--- src/rtl/arbitro_memoria_pkg.sv ---
// ----------------------------------------------------------------------------
// arbitro_memoria_pkg: state encoding and size defaults for the arbiter. Rev 1.0
// ----------------------------------------------------------------------------
`default_nettype none

package arbitro_memoria_pkg;

  localparam int AW_DEF = 4;
  localparam int DW_DEF = 2;

  localparam logic ULTIMO_A = 1'b0;
  localparam logic ULTIMO_B = 1'b1;

  typedef enum logic [1:0] {
    IDLE      = 2'd0,
    ACCESO    = 2'd1,
    RESPUESTA = 2'd2
  } estado_t;

endpackage

`default_nettype wire

--- src/rtl/arbitro_memoria_selector_rr.sv ---
// ----------------------------------------------------------------------------
// selector_rr: two-way round-robin winner pick, one-hot result. Rev 1.0
// ----------------------------------------------------------------------------
`default_nettype none

module selector_rr
  import arbitro_memoria_pkg::*;
(
  input  logic       req_a,
  input  logic       req_b,
  input  logic       ultimo,
  output logic [1:0] ganador
);

  always_comb begin
    ganador = 2'b00;
    if (req_a && req_b) begin
      ganador = (ultimo == ULTIMO_B) ? 2'b01 : 2'b10;
    end else if (req_a) begin
      ganador = 2'b01;
    end else if (req_b) begin
      ganador = 2'b10;
    end
  end

endmodule

`default_nettype wire

--- src/rtl/arbitro_memoria.sv ---
// ----------------------------------------------------------------------------
// arbitro_memoria: arbitrates two requesters onto one memory port. Rev 1.0
// ----------------------------------------------------------------------------
`default_nettype none

module arbitro_memoria
  import arbitro_memoria_pkg::*;
#(
  parameter int AW = AW_DEF,
  parameter int DW = DW_DEF
) (
  input  logic          clk,
  input  logic          rst,
  input  logic          req_a,
  input  logic          req_b,
  input  logic          we_a,
  input  logic          we_b,
  input  logic [AW-1:0] dir_a,
  input  logic [AW-1:0] dir_b,
  input  logic [DW-1:0] dato_a,
  input  logic [DW-1:0] dato_b,
  output logic          ack_a,
  output logic          ack_b,
  output logic [DW-1:0] rdato_a,
  output logic [DW-1:0] rdato_b,
  output logic [1:0]    concesion,
  output logic          ocupado,
  output logic          mem_wre,
  output logic [AW-1:0] mem_dir,
  output logic [DW-1:0] mem_dato,
  input  logic [DW-1:0] mem_dsalida
);

  estado_t       estado_q;
  logic          ultimo_q;
  logic [1:0]    concesion_q;
  logic          ocupado_q;
  logic          ack_a_q;
  logic          ack_b_q;
  logic [DW-1:0] rdato_a_q;
  logic [DW-1:0] rdato_b_q;
  logic          mem_wre_q;
  logic [AW-1:0] mem_dir_q;
  logic [DW-1:0] mem_dato_q;
  logic [1:0]    ganador_d;

  selector_rr u_selector (
    .req_a   (req_a),
    .req_b   (req_b),
    .ultimo  (ultimo_q),
    .ganador (ganador_d)
  );

  // The memory-port registers double as the latched operation, so later
  // changes on we/dir/dato cannot leak into a granted transaction.
  always_ff @(posedge clk or posedge rst) begin
    if (rst) begin
      estado_q    <= IDLE;
      ultimo_q    <= ULTIMO_B;
      concesion_q <= 2'b00;
      ocupado_q   <= 1'b0;
      ack_a_q     <= 1'b0;
      ack_b_q     <= 1'b0;
      rdato_a_q   <= '0;
      rdato_b_q   <= '0;
      mem_wre_q   <= 1'b0;
      mem_dir_q   <= '0;
      mem_dato_q  <= '0;
    end else begin
      ack_a_q   <= 1'b0;
      ack_b_q   <= 1'b0;
      mem_wre_q <= 1'b0;
      case (estado_q)
        IDLE: begin
          if (req_a || req_b) begin
            estado_q    <= ACCESO;
            ocupado_q   <= 1'b1;
            concesion_q <= ganador_d;
            ultimo_q    <= ganador_d[1] ? ULTIMO_B : ULTIMO_A;
            mem_wre_q   <= ganador_d[1] ? we_b   : we_a;
            mem_dir_q   <= ganador_d[1] ? dir_b  : dir_a;
            mem_dato_q  <= ganador_d[1] ? dato_b : dato_a;
          end
        end
        ACCESO: begin
          estado_q <= RESPUESTA;
          if (concesion_q[1]) begin
            rdato_b_q <= mem_dsalida;
            ack_b_q   <= 1'b1;
          end else begin
            rdato_a_q <= mem_dsalida;
            ack_a_q   <= 1'b1;
          end
        end
        RESPUESTA: begin
          estado_q    <= IDLE;
          ocupado_q   <= 1'b0;
          concesion_q <= 2'b00;
        end
        default: begin
          estado_q    <= IDLE;
          ocupado_q   <= 1'b0;
          concesion_q <= 2'b00;
        end
      endcase
    end
  end

  assign ack_a     = ack_a_q;
  assign ack_b     = ack_b_q;
  assign rdato_a   = rdato_a_q;
  assign rdato_b   = rdato_b_q;
  assign concesion = concesion_q;
  assign ocupado   = ocupado_q;
  assign mem_wre   = mem_wre_q;
  assign mem_dir   = mem_dir_q;
  assign mem_dato  = mem_dato_q;

endmodule

`default_nettype wire
--- config.mk ---
export PLATFORM = sky130hd
export DESIGN_NAME = arbitro_memoria
export DESIGN_NICKNAME = d
export VERILOG_FILES = /design/src/rtl/arbitro_memoria_pkg.sv /design/src/rtl/arbitro_memoria_selector_rr.sv /design/src/rtl/arbitro_memoria.sv
export SDC_FILE = /design/constraint.sdc
export NUM_CORES = 1
export LEC_CHECK = 0
export CORE_MARGIN = 8
export CORE_UTILIZATION = 43
export CTS_CLUSTER_DIAMETER = 150
export CTS_CLUSTER_SIZE = 30
export DETAILED_ROUTE_END_ITERATION = 12
export PLACE_DENSITY = 0.85
export SETUP_SLACK_MARGIN = 0.02
export SLEW_MARGIN = 0
export SYNTH_ARGS = -nofsm -noshare
export SYNTH_HDL_FRONTEND = slang
export SYNTH_HIERARCHICAL = 1
export SYNTH_SLANG_ARGS = --single-unit
--- constraint.sdc ---
create_clock -name clk -period 1.95 [get_ports clk]
set_input_delay 0.2925 -clock clk [delete_from_list [all_inputs] [get_ports clk]]
set_output_delay 0.2925 -clock clk [all_outputs]
set_load 0.03 [all_outputs]
==> results of run 1 <==
[per-stage QoR]
stage                     cell area [um^2]  total power, W   util
after CTS                             1210         0.00192  0.695
after floorplan                        803         0.00130      -
final                                 1210         0.00189  0.695
after global placement                1190         0.00169  0.680
after global routing                  1210         0.00201  0.695
after detailed placement              1190         0.00173  0.680
[cell type report]
| class | instances | area, um^2 |
|---|---|---|
| sequential | 19 | 477 |
| clock buffer | 4 | 26.3 |
| timing repair buffer | 38 | 373 |
| inverter | 5 | 18.8 |
| multi-input combinational | 37 | 287 |
| fill | 136 | 533 |
| tap | 25 | 31.3 |
[registers in the layout, summed over array words and instances (netlist names)]
name,count
ack_a,1
mem_dato,2
mem_wre,1
ultimo_q,1
ocupado,1
rdato_a,2
mem_dir,4
rdato_b,2
estado_q,2
ack_b,1
concesion,2
[synth_stat cells (all sizes together)]
master / number / area share
nor2b: 1 / 0.011
dfstp: 1 / 0.033
a21oi: 1 / 0.0062
and2b: 1 / 0.0093
or2: 1 / 0.0078
o21bai: 1 / 0.023
o21ai: 12 / 0.075
dfrtp: 18 / 0.56
mux2: 5 / 0.075
inv: 5 / 0.023
nand2: 1 / 0.0047
buf: 3 / 0.026
nor2: 3 / 0.014
a21boi: 2 / 0.019
mux2i: 9 / 0.11
[tightest hold or removal path: cells and delay by family]
kind | cells | cell delay, ps
buffers and inverters | 3 | 680
[power by group]
group	switching, W	internal (W)	leakage, nW
clock network	0.000111	0.0000793	0.0150
registers	0.000107	0.000580	0.234
logic	0.000547	0.000466	0.295
total	0.000766	0.00113	0.544
[kinds of logic (layout without fill, tap and decap cells)]
group | count (synthesis) | in the layout
AOI/OAI and AO/OA | 16 | 16
buffers and inverters | 8 | 47
DFF | 19 | 19
muxes | 14 | 14
and+or+nand+nor | 7 | 7
[layer usage]
metal	vias up	GRT usage	wire length, um
met3	2	0.0174	48
met2	17	0.200	1050
met5	-	0	0
met1	308	0.117	706
li1	293	-	-
met4	0	0.0717	27
[path summary, 6_finish.rpt]
| check | end | slack (ps) | cells past startpoint |
|---|---|---|---|
| min reg2reg | rdato_a[1] | 520 | 1 |
| max | concesion[1] | 290 | 1 |
| max reg2reg | rdato_a[0] | 590 | 3 |
| min | estado_q[0] | 310 | 3 |
| min in group clk | rdato_a[1] | 520 | 1 |
| max in group asynchronous | ultimo_q | 1390 | 3 |
==> results.yml, run 1 <==
clock_tree:
  path_clk_slew_ps: 100
  tritoncts: "built"
  clkLatencyLatePin_ps: 280
  clock_path_buffers: 2
  cts_root_buf: "clkbuf_4"
  cts_num_sinks: 19
  cts_hold_buf: 0
  cts_resized: 0
  cts_made_buffers: 3
  postCtsSetupBuffers: 0
  htreeDepth: 1
timing:
  rsz0062_at_grt: "no"
  period_minus_slack_ps: 1660
  clock.fmax_mhz: 602
  final-setup-viol-count: 0
  period_share: 0.852
  whs_ps: 310
  finalHoldViolations: 0
  slew_viol_final: 0
  max-slew-margin-rel: 0.780
  setup-tns-final_ps: 0
  fin_ws_ps: 289
  fin_worst_skew_ps: 3.56
  worst_slew_pin_slew_ps: 330
power:
  peakVddDrop_mv: 0.846
  p_per_area_nw_per_um2: 1560
  power.leakage_nw: 0.544
logic_synthesis:
  synth_compound_area_frac: 0.123
  syn_inst: 64
  synth_seq_cells: 19
  syn_area_per_cell_um2: 12.6
  synth_top_family_by_area: "multiplexers"
  syn_area_um2: 803
  synth.mux.area_fraction: 0.187
  synth_nets: 84
  synth.distinct_cells: 19
  synthSimpleGateAreaFrac: 0.0467
  synthAdderAreaFrac: 0
  seq_area_frac_synth: 0.593
  yosysWarnings: 6
  synthXorXnorAreaFrac: 0
route:
  drc: 0
  first_pass_iters: 4
  ant_nets: 0
  vias_per_cell: 4.84
  vias: 620
  wirelength_mm: 1.83
  drt_iter0_drc: 6
  wl_per_cell_um: 14.3
cells_and_area:
  final_cells: 128
  drive_above_1_share: 0.146
  layout_common_cells: "clkdlybuf4s50_1 (35), dfrtp_1 (18), o21ai_0 (12), mux2i_1 (9)"
  syn_to_final_growth_pct: 50.9
  antennaDiodeCount: 0
  final_common_cell: "clkdlybuf4s50_1"
  nets: 124
global_route:
  grt_max_degree: 20
  grt_pass1_vias: 680
  antenna_found_initial: 0
  overflow: 0
  grt_pass1_wl_mm: 3.01
  grt_util_all_layers: 0.112
worst_setup_path:
  r2r_start: "estado_q[1]"
  crit_slowest_cell: "clkdlybuf4s50_1"
  crit_type: "reg2out"
  cp.required_ps: 1660
  cpPeakStageDelay_ps: 690
  crit_start: "concesion[1]"
  cpLargestDelayFamily: "buffers and inverters"
  critPathMaxFanout: 4
  critPathLaunchType: "flop"
  worst_setup_path_end_kind: "output pin"
  worst-path-buf-inv: 1
  worstPathCellList: "clkdlybuf4s50_1"
  crit_arrival_ps: 1370
die:
  die_h_um: 59.2
  num_rows: 15
  die-area_um2: 3510
  initial_core_util: 0.460
  design.core.area_um2: 1750
  top_level_ports: 36
  fp.dieW_um: 59.2
place:
  dp.cells: 124
  preCtsSetupSlack_ps: 253
  numPortBuffers: 35
  gp_congestion: 0.693
  place_hpwl_mm: 1.48
min_path:
  hp-class: "in2async"
outcome:
  status: "complete, no violations"
run:
  max-cap-violations: 0
No activity file was read; power rests on OpenSTA's default activity.
==> inputs of run 2 (changes only) <==
--- a/config.mk
+++ b/config.mk
@@ -8,7 +8,7 @@
 export CORE_MARGIN = 8
 export CORE_UTILIZATION = 43
 export CTS_CLUSTER_DIAMETER = 150
-export CTS_CLUSTER_SIZE = 30
+export CTS_CLUSTER_SIZE = 16
 export DETAILED_ROUTE_END_ITERATION = 12
 export PLACE_DENSITY = 0.85
 export SETUP_SLACK_MARGIN = 0.02
==> constraint.sdc (replaced) <==
create_clock -name clk -period 1.93 [get_ports clk]
set_input_delay 0.2895 -clock clk [delete_from_list [all_inputs] [get_ports clk]]
set_output_delay 0.2895 -clock clk [all_outputs]
set_load 0.03 [all_outputs]
==> results of run 2 <==
Same layout as run 1 (identical final DEF). Status: complete, no violations.
Among the figures that moved: setup slack after placement 253 ps -> 236 ps; setup slack after layout 289 ps -> 272 ps; hold slack 310 ps -> 307 ps; register-to-register setup slack 590 ps -> 570 ps; total power 0.00189 W -> 0.00191 W; worst IR drop on VDD 0.846 mV -> 0.855 mV
